File: src/rtl/cla_pipe_adder.sv
// ---------------------------------------------------------------------------
// cla_pipe_adder
//
// Pipelined carry-lookahead adder/subtractor. The operands are cut into
// GRP-bit lookahead groups; pipeline stage k resolves group k with full
// intra-group lookahead and registers the partial sum, the group carry-out
// and the operand bits that later stages still need. Depth N = WIDTH/GRP.
// WIDTH must be a multiple of GRP and at least GRP.
//
// Ports
//   clk        rising-edge clock
//   reset_n    asynchronous active-low reset
//   in_valid   operand beat valid
//   in_ready   block accepts a beat this cycle
//   a, b       operands (WIDTH bits)
//   ci         carry-in, ignored when sub=1
//   sub        1: a-b (b inverted, carry-in forced to 1); 0: a+b+ci
//   out_valid  result beat valid
//   out_ready  downstream accepts the result
//   sum        result modulo 2^WIDTH
//   co         carry out of the MSB (for sub: 1 = no borrow)
//   ovf        signed overflow (carry into MSB xor carry out of MSB)
//   zero       sum == 0
//
// Handshake: a beat moves across an interface on a rising edge where
// valid && ready. The only back-pressure point is the output: when
// out_valid && !out_ready the whole pipeline freezes and in_ready drops, so
// a source must hold its beat (and in_valid) until it sees in_ready. Empty
// slots (bubbles) travel through the pipe as valid=0 stages.
// ---------------------------------------------------------------------------
module cla_pipe_adder #(
  parameter int WIDTH = 32,
  parameter int GRP   = 4
) (
  input  logic             clk,
  input  logic             reset_n,
  input  logic             in_valid,
  output logic             in_ready,
  input  logic [WIDTH-1:0] a,
  input  logic [WIDTH-1:0] b,
  input  logic             ci,
  input  logic             sub,
  output logic             out_valid,
  input  logic             out_ready,
  output logic [WIDTH-1:0] sum,
  output logic             co,
  output logic             ovf,
  output logic             zero
);

  localparam int N = WIDTH / GRP;

  // Stage registers
  logic             r_valid [N];
  logic [WIDTH-1:0] r_sum   [N];
  logic [WIDTH-1:0] r_a     [N];
  logic [WIDTH-1:0] r_b     [N];
  logic             r_c     [N];
  logic             r_cmsb;

  // Inputs seen by each stage (stage 0 from the ports, others from k-1)
  logic             w_in_valid [N];
  logic [WIDTH-1:0] w_in_sum   [N];
  logic [WIDTH-1:0] w_in_a     [N];
  logic [WIDTH-1:0] w_in_b     [N];
  logic             w_in_c     [N];

  // Next values computed by each stage
  logic [WIDTH-1:0] w_nxt_sum [N];
  logic             w_nxt_c   [N];
  logic             w_cmsb;
  logic             w_stall;

  assign out_valid = r_valid[N-1];
  assign sum       = r_sum[N-1];
  assign co        = r_c[N-1];
  assign ovf       = r_cmsb ^ r_c[N-1];
  assign zero      = (sum == '0);
  assign w_stall   = out_valid & ~out_ready;
  assign in_ready  = ~w_stall;

  // Stage input selection. b is conditionally inverted once at entry, so
  // every later stage sees b' directly.
  always_comb begin
    w_in_valid[0] = in_valid;
    w_in_a[0]     = a;
    w_in_b[0]     = sub ? ~b : b;
    w_in_sum[0]   = '0;
    w_in_c[0]     = sub | ci;
    for (int k = 1; k < N; k++) begin
      w_in_valid[k] = r_valid[k-1];
      w_in_a[k]     = r_a[k-1];
      w_in_b[k]     = r_b[k-1];
      w_in_sum[k]   = r_sum[k-1];
      w_in_c[k]     = r_c[k-1];
    end
  end

  // Per-group lookahead. Every carry c[j] is a flat sum of products of the
  // group generate/propagate terms and the group carry-in c[0]; no carry is
  // built from another intra-group carry.
  always_comb begin
    logic [GRP-1:0] ga;
    logic [GRP-1:0] gb;
    logic [GRP-1:0] g;
    logic [GRP-1:0] p;
    logic [GRP-1:0] s;
    logic [GRP:0]   c;
    logic           t;
    logic           acc;
    ga     = '0;
    gb     = '0;
    g      = '0;
    p      = '0;
    s      = '0;
    c      = '0;
    t      = 1'b0;
    acc    = 1'b0;
    w_cmsb = 1'b0;
    for (int k = 0; k < N; k++) begin
      ga   = w_in_a[k][k*GRP +: GRP];
      gb   = w_in_b[k][k*GRP +: GRP];
      g    = ga & gb;
      p    = ga | gb;
      c    = '0;
      c[0] = w_in_c[k];
      for (int j = 1; j <= GRP; j++) begin
        // carry-in term: c0 & p[0] & ... & p[j-1]
        t = w_in_c[k];
        for (int m = 0; m < j; m++) t = t & p[m];
        acc = t;
        // generate terms: g[i] & p[i+1] & ... & p[j-1]
        for (int i = 0; i < j; i++) begin
          t = g[i];
          for (int m = i + 1; m < j; m++) t = t & p[m];
          acc = acc | t;
        end
        c[j] = acc;
      end
      s = ga ^ gb ^ c[GRP-1:0];
      w_nxt_sum[k]                = w_in_sum[k];
      w_nxt_sum[k][k*GRP +: GRP]  = s;
      w_nxt_c[k]                  = c[GRP];
      // Bit WIDTH-1 lives in the last group; its carry-in feeds ovf.
      if (k == N - 1) w_cmsb = c[GRP-1];
    end
  end

  always_ff @(posedge clk or negedge reset_n) begin
    if (!reset_n) begin
      for (int k = 0; k < N; k++) begin
        r_valid[k] <= 1'b0;
        r_sum[k]   <= '0;
        r_a[k]     <= '0;
        r_b[k]     <= '0;
        r_c[k]     <= 1'b0;
      end
      r_cmsb <= 1'b0;
    end else if (!w_stall) begin
      for (int k = 0; k < N; k++) begin
        r_valid[k] <= w_in_valid[k];
        r_sum[k]   <= w_nxt_sum[k];
        r_a[k]     <= w_in_a[k];
        r_b[k]     <= w_in_b[k];
        r_c[k]     <= w_nxt_c[k];
      end
      r_cmsb <= w_cmsb;
    end
  end

endmodule
File: config.mk
export PLATFORM = sky130hd
export DESIGN_NAME = cla_pipe_adder
export DESIGN_NICKNAME = d
export VERILOG_FILES = /design/src/rtl/cla_pipe_adder.sv
export SDC_FILE = /design/constraint.sdc
export NUM_CORES = 1
export LEC_CHECK = 0
export ABC_AREA = 1
export BUFFER_PORTS_ARGS = -buffer_cell sky130_fd_sc_hd__buf_4
export CORE_MARGIN = 2
export CORE_UTILIZATION = 60
export DETAILED_ROUTE_END_ITERATION = 10
export MAX_ROUTING_LAYER = met4
export PLACE_DENSITY = 0.77
export REMOVE_ABC_BUFFERS = 1
export SYNTH_ARGS = -nofsm -noshare
export SYNTH_HDL_FRONTEND = slang
export SYNTH_SLANG_ARGS = --single-unit
File: constraint.sdc
create_clock -name clk -period 1.64 [get_ports clk]
set_input_delay 0.246 -clock clk [delete_from_list [all_inputs] [get_ports clk]]
set_output_delay 0.246 -clock clk [all_outputs]
set_load 0.01 [all_outputs]
* After elaboration in Yosys (flattened, before gate mapping)
Index checks and enable logic that the tools add are counted.
** Cells by class
- Bitwise operators :: 198
- Muxes and demuxes :: 1
- Reductions and logical operators :: 1
** Operators with widths (count)
- 1-bit bitwise AND :: 81
- 1-bit bitwise OR :: 81
- 4-bit bitwise XOR :: 16
- 4-bit bitwise AND :: 8
- 32-bit zero test :: 1
- 32-bit two-way mux :: 1
- 32-bit inverter :: 1
- 4-bit bitwise OR :: 8
- 1-bit inverter :: 2
- 1-bit bitwise XOR :: 1
** Word-level totals
- Output and inout port bits :: 37
- Register bits after elaboration :: 609
- Word-level logic and storage cells :: 239

* Logic depth before layout (Yosys ltp)
Gate-level depths: netlist of the first run.
- Depth after elaboration :: 11
- Mapped depth :: 11
- Mapped depth without buffers :: 10

* Worst setup path before layout of the first run
Ideal clock, no wire load.
- Kind :: input-to-reg
- Start point :: in sub
- End point :: reg r_sum[227] (netlist name)
- Stages on the path :: 11
- Setup time :: 0.118 ns
- Path slack :: 0.033 ns
- Arrival :: 1.489 ns
- Data required time :: 1.522 ns
- Cell sequence :: buf_2 -> buf_4 -> xnor2_1 -> inv_1 -> ha_1 -> nand2_1 -> nand3_1 -> nand2_1 -> nand3_1 -> nand3_1 -> nand2_1
** Between the ends
- Cells in the longest elaborated chain, start to end :: 9
** Ends and longest elaborated chain
- from (decl) :: line 42 : input logic sub,
- 32-bit two-way mux :: line 87 : w_in_b[0] = sub ? ~b : b;
- 4-bit bitwise OR :: line 124 : p = ga | gb;
- 1-bit bitwise AND (3 in series) :: line 130 : for (int m = 0; m < j; m++) t = t & p[m];
- 1-bit bitwise OR (3 in series) :: line 136 : acc = acc | t;
- 4-bit bitwise XOR * :: line 140 : s = ga ^ gb ^ c[GRP-1:0];
- to (signal, indexed assignment) :: line 162 : r_sum[k] <= w_nxt_sum[k];
- to (decl) :: line 55 : logic [WIDTH-1:0] r_sum [N];
Mark *: on every way between the ends. The rest lies on a longest branch, timed or not.
A chain may end at the register's enable or synchronous reset.

* Final worst setup path of the first run
- Start point :: reg r_sum, in the netlist sum[30]
- End point :: out zero
** Between the ends
- Cells in the longest elaborated chain, start to end :: 1
** Ends and longest elaborated chain
- 32-bit zero test :: line 78 : assign zero = (sum == '0);
- to (decl) :: line 48 : output logic zero
Every way passes these cells.

==> flow_summary_export.csv, run 1 <==
group,metric,value,unit
routing,routedWlPerCell,12.9,µm
final_layout,synthToLayoutAreaGrowth,17.5,%
yosys,postSynthAreaPerCell,9.04,µm²
timing,setup_violations,1,
timing,fin_skew,0.00932,ns
global_routing,grt_usage,22.7,%
clock_tree,root_buffer,"clkbuf_16",
die,die_x,171,µm
clock_tree,cts_inserted_buffers,41,
timing,slew_viol_final,0,
timing,setup_tns,-0.587,ns
status,violations,"negative setup slack",
status,status,"finished, violations left",
power_and_ir_drop,leakage,10.1,nW
yosys,synth_top_area_share,57.9,%
yosys,synth.distinct_cells,25,
die,io_pins,107,
yosys,ys_seq_elements,385,
worst_setup_path,slowest_delay,0.40,ns
timing,rsz0062_at_grt,"true",
routing,num_vias,11574,
placement,place_inst,2240,
timing,hold_violations,0,
yosys,synth_top_area_cell,"dfrtp_1",
worst_setup_path,path_class,"flip-flop to primary output",
clock_tree,clk_latency,0.51,ns
global_routing,grt_max_degree,72,
worst_setup_path,cp.required,1.39,ns
die,rows,60,
yosys,yosys-top-cells-area,"dfrtp_1 (58%), nand2_1 (17%), ha_1 (4.8%), inv_1 (4.4%), o21ai_0 (3.6%)",
worst_setup_path,path_max_fanout,2,
clock_tree,cts_max_path_buffers,3,
routing,vias_per_cell,4.92,
hold_path,hold_class,"input pin to flip-flop",
timing,timing.fmax,0.449,GHz
routing,dr.pass1.iters,5,
clock_tree,cts_sinks,385,
placement,portBuffers,106,
placement,place.gp.congestion,0.761,
die,die-area,29100,µm²
final_layout,drive_gt1_share,11.4,%
power_and_ir_drop,peakVddDrop,1110,µV
timing,max_slew.worst_pin.slew,0.509,ns
worst_setup_path,cp_slowest_cell,"dfrtp_1",
routing,drt_iter0_drc,678,
yosys,ys_seq_area_share,57.9,%
die,core,27100,µm²
worst_setup_path,crit_chain,"nor4_4 > buf_4 > nand4_1 > nor2_2 > buf_4",
die,initial_core_util,61.4,%
routing,ant_nets,0,
yosys,yosysWarningCount,0,
worst_setup_path,endpoint_kind,"primary output",
worst_setup_path,start_kind,"flip-flop",
yosys,synthCells,1840,
placement,hpwl,19100,µm
timing,min_period_over_period,136,%
timing,hold_slack,0.0155,ns
clock_tree,h-tree-depth,2,
power_and_ir_drop,cellPowerDensity,1830,nW/µm²
worst_setup_path,crit_arrival,1.98,ns
global_routing,grt_pass1_vias,11578,
clock_tree,cts_tree,"yes",
die,die_h,171,µm
clock_tree,clk_pin_slew,0.06,ns
timing,setup_ws,-0.587,ns
global_routing,grt_overflow,0,
flow_run,cap_viol_max_count,0,
final_layout,nNetsFinal,2098,
final_layout,stdcell_count,2354,
routing,drc,0,
global_routing,antenna_found_initial,0,
timing,relSlewSlack,66.0,%
worst_setup_path,crit_top_cell,"buf_4",
global_routing,grt_first_pass_wirelength,52600,µm
timing,period_minus_slack,2.23,ns
final_layout,antenna_cells,0,
yosys,synth_area,16600,µm²
routing,route.final.wire_length,30400,µm
through the flow:
step                      util (%)  total power, mW  area, µm²  setup WS, ns
final                         72.1             35.8      19500        -0.587
after global routing          72.1             38.9      19500        -0.665
after CTS                     71.9             36.1      19500        -0.643
after detailed placement      65.6             27.1      17800        -0.333
after global placement        65.6             26.3      17800        -0.366
after floorplan                  -             23.4      15900         -8.36
critical path, delay by kind of cell (launching register included):
| kind | cells | cell delay, ns |
|---|---|---|
| buffers and inverters | 2 | 0.30 |
| DFF | 1 | 0.40 |
| and+or+nand+nor | 3 | 0.76 |
cells in the mapped netlist:
master / count
o21ai_0: 118
nand4_1: 4
inv_1: 193
o21ai_1: 96
fa_1: 8
a21oi_1: 1
buf_1: 1
nor4_1: 8
inv_2: 1
nor2_4: 1
xor2_1: 11
nand3_1: 39
nor2_1: 9
ha_1: 64
o21bai_1: 1
clkbuf_4: 2
a21o_1: 1
nand2_1: 736
or2_2: 7
buf_2: 76
clkbuf_1: 6
dfrtp_1: 385
buf_4: 35
xnor2_1: 31
a22oi_1: 6
final cells by class:
cell class | count | area (µm²)
sequential | 385 | 9630
fill | 1963 | 7560
multi-input combinational | 1141 | 5620
timing repair buffer | 193 | 1830
clock buffer | 63 | 1220
inverter | 194 | 736
tap | 372 | 465
clock inverter | 6 | 36.3
sequential cells by signal (all words and copies together), names as in the netlist:
signal	flops
r_b	112
r_cmsb	1
sum	32
co	1
r_sum	112
r_a	112
r_valid	7
r_c	7
out_valid	1
metal layers:
metal | vias up | wire [µm] | GRT usage (%)
met4 | 0 | 847 | 7.47
met5 | - | 0 | -
met1 | 5504 | 13700 | 28.4
met2 | 165 | 14700 | 37.7
met3 | 67 | 1200 | 3.96
li1 | 5838 | - | -
path summary, 6_finish.rpt:
path	startpoint	endpoint	slack, ns	depth (start not counted)
worst max-delay path	sum[30]$_DFFE_PN0N_	zero	-0.59	5
worst min-delay path	b[21]	r_b[245]$_DFFE_PN0N_	0.02	3
worst max register to register	out_valid$_DFFE_PN0N_	r_c[4]$_DFFE_PN0N_	0.13	7
worst min register to register	r_sum[194]$_DFFE_PN0N_	r_sum[162]$_DFFE_PN0N_	0.46	2
max in group asynchronous	reset_n	r_b[175]$_DFFE_PN0N_	0.70	3
min in group asynchronous	reset_n	r_a[217]$_DFFE_PN0N_	0.28	2
power breakdown:
part	internal [mW]	total [mW]	switching, mW
registers	13.8	16.0	2.24
logic	4.63	11.2	6.61
clock network	5.08	8.58	3.49
total	23.5	35.8	12.3
kinds of logic after synthesis:
logic type / share of synthesized area, %
compound gates: 6.83
buf+inv: 8.49
xor+xnor: 2.21
simple gates: 18.8
fa+ha+maj: 5.78
flops: 57.9
repair_timing:
item | CTS | global route
pin swaps | 3 | 2
hold buffers | 39 | 0
setup endpoints to repair | 2 | 8
resized for setup | 3 | 6
cloned | 0 | 1
hold endpoints to repair | 80 | 0
setup buffers | 5 | 0
cells in the final DEF (no fill, tap or decap), types with 7 or more instances in the layout:
master         netlist  routed
xor2_1              11      11
xnor2_1             31      31
clkbuf_1             6      11
o21ai_1             96      96
fa_1                 8       8
buf_4               35     131
clkbuf_16            0      42
ha_1                64      64
inv_1              193     193
dlygate4sd3_1        0      39
nand2_1            736     736
buf_12               0      17
or2_2                7       7
o21ai_0            118     118
nand3_1             39      38
dfrtp_1            385     385
nor2_1               9       8
clkbuf_8             0      11
Note: power is estimated with default switching activity, not from simulation.
==> run 2, diff against run 1 <==
--- a/config.mk
+++ b/config.mk
@@ -11,8 +11,9 @@
 export CORE_UTILIZATION = 60
 export DETAILED_ROUTE_END_ITERATION = 10
 export MAX_ROUTING_LAYER = met4
-export PLACE_DENSITY = 0.77
+export PLACE_DENSITY = 0.81
 export REMOVE_ABC_BUFFERS = 1
+export SETUP_SLACK_MARGIN = 0.15
 export SYNTH_ARGS = -nofsm -noshare
 export SYNTH_HDL_FRONTEND = slang
 export SYNTH_SLANG_ARGS = --single-unit
==> run 2 against run 1 <==
Net effect: the run still ends with negative setup slack left; sequential power about the same; via count grew 4.4%; clock power is essentially flat; sequential cell count did not move; critical path depth did not move; clock-buffer cell count shrank 2; register-to-register slack better by 0.04 ns; final cell count rose by 1.1%; first-iteration DRC count is 46% higher; sequential share of layout area is 1.4 points lower.
==> flow_summary_export.csv, run 2 (same netlist as run 1, synthesis figures left out) <==
group,metric,value,unit
global_routing,grt_max_degree,83,
global_routing,grt_usage,24.1,%
die,initial_core_util,61.4,%
global_routing,antenna_found_initial,0,
final_layout,final_common_cell,"nand2_1",
routing,drt_iter0_drc,988,
global_routing,grt_overflow,0,
timing,fin_skew,0.00989,ns
worst_setup_path,crit_start,"sum[30]$_DFFE_PN0N_",
hold_path,hold_class,"input pin to flip-flop",
final_layout,stdcell_count,2379,
placement,hpwl,19500,µm
timing,relSlewSlack,71.0,%
placement,place_ws,-0.314,ns
routing,ant_nets,0,
final_layout,stdcell_area,20100,µm²
worst_setup_path,cp_slowest_cell,"dfrtp_1",
routing,dr.pass1.iters,5,
placement,place.gp.congestion,0.815,
die,rows,60,
clock_tree,root_buffer,"clkbuf_16",
timing,timing.fmax,0.445,GHz
placement,place_inst,2247,
worst_setup_path,crit_chain,"nor4_4 > buf_4 > nand4_1 > nor2_2 > buf_4",
flow_run,cap_viol_max_count,0,
worst_setup_path,path_depth,5,
power_and_ir_drop,clkPwrFrac,22.8,%
power_and_ir_drop,total_power,37.4,mW
worst_setup_path,start_kind,"flip-flop",
die,core,27100,µm²
worst_setup_path,crit_buf_inv,2,
clock_tree,clk_latency,0.52,ns
die,die-area,29100,µm²
worst_setup_path,endpoint,"zero",
status,status,"finished, violations left",
routing,drt-met1-wl,14700,µm
clock_tree,cts_inserted_buffers,39,
final_layout,synthToLayoutAreaGrowth,21.0,%
routing,vias_per_cell,5.08,
timing,min_period_over_period,137,%
worst_setup_path,crit_arrival,2.00,ns
worst_setup_path,r2r_end,"r_a[61]$_DFFE_PN0N_",
worst_setup_path,slowest_delay,0.41,ns
routing,routedWlPerCell,14.3,µm
placement,place_area,17800,µm²
final_layout,fillCellCount,1812,
timing,period_minus_slack,2.25,ns
routing,route.met2.wl,17200,µm
final_layout,reg.largest.list,"r_a (112), r_b (112), r_sum (112)",
timing,setup_ws,-0.609,ns
routing,num_vias,12085,
final_layout,antenna_cells,0,
timing,setup_violations,1,
worst_setup_path,path_max_fanout,2,
routing,drc,0,
timing,hold_violations,0,
final_layout,nNetsFinal,2123,
placement,portBuffers,106,
worst_setup_path,endpoint_kind,"primary output",
worst_setup_path,crit_top_cell,"buf_4",
die,io_pins,107,
die,die_x,171,µm
clock_tree,cts_tree,"yes",
routing,highest_layer,"met4",
worst_setup_path,r2r_cells,9,
final_layout,drive_gt1_share,14.0,%
power_and_ir_drop,p_sw,13.1,mW
status,violations,"negative setup slack",
power_and_ir_drop,seq_power_share,43.0,%
timing,max_slew.worst_pin.slew,0.435,ns
timing,slew_viol_final,0,
final_layout,final_cell_mix,"nand2_1 (732), dfrtp_1 (385), inv_1 (180), buf_4 (138), o21ai_0 (115)",
routing,wl_met3,1440,µm
die,die_h,171,µm
clock_tree,cts_max_path_buffers,3,
routing,route.final.wire_length,34100,µm
clock_tree,h-tree-depth,2,
worst_setup_path,path_class,"flip-flop to primary output",
global_routing,grt_first_pass_wirelength,55600,µm
timing,rsz0062_at_grt,"true",
worst_setup_path,cp.required,1.39,ns
worst_setup_path,reg2reg_slack,0.17,ns
power_and_ir_drop,netSwitchingFraction,34.9,%
final_layout,multi_input_area,5650,µm²
worst_setup_path,crit_family,"simple AND/OR/NAND/NOR gates",
power_and_ir_drop,p_int,24.4,mW
global_routing,grt_pass1_vias,11947,
power_and_ir_drop,leakage,10.4,nW
power_and_ir_drop,combPwrFrac,34.1,%
clock_tree,clk_pin_slew,0.06,ns
final_layout,seq_area,9630,µm²
clock_tree,cts_sinks,385,
power_and_ir_drop,cellPowerDensity,1860,nW/µm²
worst_setup_path,r2r_start,"out_valid$_DFFE_PN0N_",
power_and_ir_drop,peakVddDrop,970,µV
-- run 2: changes by cell type in the layout (fill, tap and decap cells not counted), moves of 8 or more --
cell           before  now
inv_2               0   13
buf_16              2   10
clkbuf_16          42   52
inv_1             193  180
dlygate4sd3_1      39   30
-- run 2: cell type report --
| class | instances | share of cell area [%] |
|---|---|---|
| timing repair inverter | 1 | 0.0311 |
| clock inverter | 6 | 0.286 |
| timing repair buffer | 219 | 11.9 |
| multi-input combinational | 1141 | 28.1 |
| sequential | 385 | 47.9 |
| tap | 372 | 2.31 |
| inverter | 194 | 3.66 |
| clock buffer | 61 | 5.82 |
-- run 2: how the worst min path moves through the flow --
| stage | startpoint | endpoint | slack, ns | depth (start not counted) |
|---|---|---|---|---|
| after global routing | b[11] | r_b[235]$_DFFE_PN0N_ | 0.004 | 3 |
| after CTS | b[20] | r_b[244]$_DFFE_PN0N_ | 0.001 | 3 |
| final | b[11] | r_b[235]$_DFFE_PN0N_ | 0.006 | 3 |
| after floorplan | reset_n | co$_DFFE_PN0N_ | -0.05 | 0 |
| after detailed placement | reset_n | r_a[208]$_DFFE_PN0N_ | 0.14 | 1 |
| after global placement | reset_n | r_a[208]$_DFFE_PN0N_ | 0.14 | 1 |
-- run 2: power by group through the flow --
stage | clock network (mW) | logic (mW) | registers, mW
global placement | 0 | 10.5 | 15.9
detailed placement | 0 | 11.2 | 16.1
global route | 9.12 | 14.7 | 16.6
finish | 8.55 | 12.8 | 16.1
floorplan | 0 | 7.68 | 15.8
CTS | 8.71 | 12.0 | 16.0
-- run 2: metal layers --
metal / up-vias / track usage, %
met3: 62 / 4.14
met4: 0 / 7.10
met5: - / -
met1: 5882 / 30.8
li1: 5904 / -
met2: 237 / 40.1
-- run 2: stage by stage --
step           hold slack, ns  TNS [ns]  utilization (%)
6_report              0.00620    -0.609             74.3
5_1_grt               0.00433    -0.665             74.3
4_1_cts               0.00114    -0.640             72.4
3_5_place_dp            0.145    -0.314             65.7
3_3_place_gp            0.142    -0.363             65.7
2_1_floorplan         -0.0496  -2560.57                -
-- run 2: repair_timing --
item	in CTS	in global routing
setup endpoints to repair	107	226
endpoints found under the hold margin	149	0
pin swaps	3	4
gates cloned	5	11
resized for setup	20	42
hold buffers	30	0
buffers inserted	9	10
-- run 2: worst reg2reg max path, stage by stage (launching register included) --
cell and delay (ns):
dfrtp_1 0.39, inv_2 0.07, nor2_4 0.04, buf_12 0.12, inv_8 0.08, buf_12 0.19
buf_16 0.18, buf_12 0.15, nand2_1 0.05, o21ai_1 0.10
==> run 3, diff against run 2 <==
--- a/config.mk
+++ b/config.mk
@@ -9,11 +9,14 @@
 export BUFFER_PORTS_ARGS = -buffer_cell sky130_fd_sc_hd__buf_4
 export CORE_MARGIN = 2
 export CORE_UTILIZATION = 60
+export CTS_BUF_LIST = sky130_fd_sc_hd__clkbuf_8
+export CTS_CLUSTER_DIAMETER = 200
 export DETAILED_ROUTE_END_ITERATION = 10
 export MAX_ROUTING_LAYER = met4
 export PLACE_DENSITY = 0.81
 export REMOVE_ABC_BUFFERS = 1
 export SETUP_SLACK_MARGIN = 0.15
+export SKIP_LAST_GASP = 1
 export SYNTH_ARGS = -nofsm -noshare
 export SYNTH_HDL_FRONTEND = slang
 export SYNTH_SLANG_ARGS = --single-unit
==> run 3 against run 2 <==
Net effect: the flow still finishes with violations (negative setup slack); register-to-register slack gained 0.03 ns; final area grew 1.5%; hold slack gained 0.086 ns; clock-buffer cell count grew 19; clock skew grew 0.013 ns; critical endpoint unchanged; largest cell class unchanged.
==> flow_summary_export.csv, run 3 (same netlist as run 1, synthesis figures left out) <==
group,metric,value,unit
global_routing,grt_overflow,0,
routing,dr.pass1.iters,7,
routing,drt_iter0_drc,990,
power_and_ir_drop,peakVddDrop,1020,µV
clock_tree,clk_latency,0.60,ns
worst_setup_path,cp_slowest_cell,"dfrtp_1",
worst_setup_path,crit_chain,"nor4_4 > buf_4 > nand4_1 > nor2_2 > buf_4",
final_layout,drive_gt1_share,14.9,%
worst_setup_path,slowest_delay,0.41,ns
final_layout,nNetsFinal,2173,
placement,hpwl,19500,µm
placement,place_ws,-0.314,ns
timing,hold_violations,0,
flow_run,cap_viol_max_count,0,
clock_tree,cts_max_path_buffers,3,
die,die_h,171,µm
placement,portBuffers,106,
worst_setup_path,start_kind,"flip-flop",
timing,rsz0062_at_grt,"true",
die,core,27100,µm²
die,io_pins,107,
routing,ant_nets,0,
worst_setup_path,cp.required,1.39,ns
die,initial_core_util,61.4,%
routing,num_vias,12245,
global_routing,grt_first_pass_wirelength,56500,µm
routing,routedWlPerCell,14.2,µm
timing,setup_tns,-0.704,ns
final_layout,final_common_cell,"nand2_1",
clock_tree,h-tree-depth,2,
clock_tree,clk_pin_slew,0.06,ns
status,status,"finished, violations left",
timing,hold_slack,0.0927,ns
power_and_ir_drop,total_power,37.2,mW
clock_tree,cts_tree,"yes",
final_layout,stdcell_count,2447,
timing,fin_skew,0.0225,ns
placement,place.gp.congestion,0.815,
timing,slew_viol_final,0,
clock_tree,cts_sinks,385,
routing,drc,0,
timing,timing.fmax,0.429,GHz
die,die-area,29100,µm²
final_layout,final_cell_mix,"nand2_1 (735), dfrtp_1 (385), inv_1 (199), buf_4 (136), o21ai_0 (118)",
routing,route.final.wire_length,34700,µm
final_layout,synthToLayoutAreaGrowth,22.8,%
final_layout,fillCellCount,1798,
worst_setup_path,endpoint_kind,"primary output",
die,die_x,171,µm
power_and_ir_drop,leakage,10.7,nW
timing,max_slew.worst_pin.slew,0.463,ns
clock_tree,cts_inserted_buffers,60,
power_and_ir_drop,cellPowerDensity,1820,nW/µm²
timing,relSlewSlack,68.8,%
die,rows,60,
worst_setup_path,path_class,"flip-flop to primary output",
clock_tree,root_buffer,"clkbuf_8",
hold_path,hold_class,"input pin to flip-flop",
routing,vias_per_cell,5.00,
timing,setup_violations,2,
timing,min_period_over_period,142,%
global_routing,grt_max_degree,95,
final_layout,antenna_cells,0,
placement,place_inst,2247,
worst_setup_path,crit_arrival,2.08,ns
timing,period_minus_slack,2.33,ns
final_layout,reg.largest.list,"r_a (112), r_b (112), r_sum (112)",
worst_setup_path,crit_top_cell,"buf_4",
global_routing,antenna_found_initial,0,
worst_setup_path,path_max_fanout,2,
global_routing,grt_pass1_vias,12216,
timing,setup_ws,-0.690,ns
status,violations,"negative setup slack",
global_routing,grt_usage,24.4,%
==> run 3: cell count changes in the layout (fill, tap and decap cells not counted), moves of 13 or more <==
cell	previous run	this run
clkbuf_16	52	11
dlygate4sd3_1	30	58
inv_1	180	199
clkbuf_8	7	80
clkbuf_1	13	0
==> run 3: area by class of cell <==
cell class              count  area, µm²  area share (%)
repair buffers            248       2700            13.2
clock inverters            26        158           0.772
clock buffers              80       1100            5.39
well taps                 372        465            2.28
repair inverters            1       6.26          0.0306
multi-input cells        1141       5640            27.6
inverters                 194        736            3.60
flip-flops and latches    385       9630            47.2
==> run 3: path summary, 6_finish.rpt <==
check                                startpoint                      to  slack (ns)  depth (start not counted)
setup reg to reg           r_a[229]$_DFFE_PN0N_  r_sum[198]$_DFFE_PN0N_        0.20                          8
hold / removal                             a[3]      r_c[7]$_DFFE_PN0N_        0.09                          4
hold reg to reg            r_a[248]$_DFFE_PN0N_    r_a[216]$_DFFE_PN0N_        0.45                          2
max in group asynchronous               reset_n      sum[4]$_DFFE_PN0N_        0.79                          3
setup / recovery            sum[30]$_DFFE_PN0N_                    zero       -0.69                          5
min in group asynchronous               reset_n    r_b[175]$_DFFE_PN0N_        0.12                          2
==> run 3: worst max-delay path: cells and delay by family (launching register included) <==
| family | cells | cell delay (ns) |
|---|---|---|
| buffers and inverters | 2 | 0.31 |
| DFF | 1 | 0.41 |
| and+or+nand+nor | 3 | 0.77 |
==> run 3: report_power, final <==
| part | leakage [nW] | internal, mW | switching, mW |
|---|---|---|---|
| registers | 4.73 | 13.8 | 2.34 |
| logic | 5.22 | 5.63 | 7.17 |
| clock network | 0.723 | 4.63 | 3.62 |
==> run 3: routing by layer <==
metal,up-vias,wire [µm],track usage [%]
met3,78,1600,4.33
met1,5900,14800,30.4
met4,0,780,7.02
met2,245,17500,41.3
met5,-,0,-
li1,6022,-,-
==> run 3: through the flow <==
step           area, µm²  util, %
3_3_place_gp       17800     65.7
3_5_place_dp       17800     65.7
4_1_cts            19900     73.5
2_1_floorplan      15900        -
6_report           20400     75.4
5_1_grt            20400     75.4
==> run 3: timing repair <==
action / CTS / global route
setup endpoints to repair: 105 / 256
hold buffers: 58 / 0
setup buffers: 7 / 13
gates cloned: 5 / 11
resized for setup: 15 / 42
pin swaps: 4 / 1
hold endpoints to repair: 442 / 0
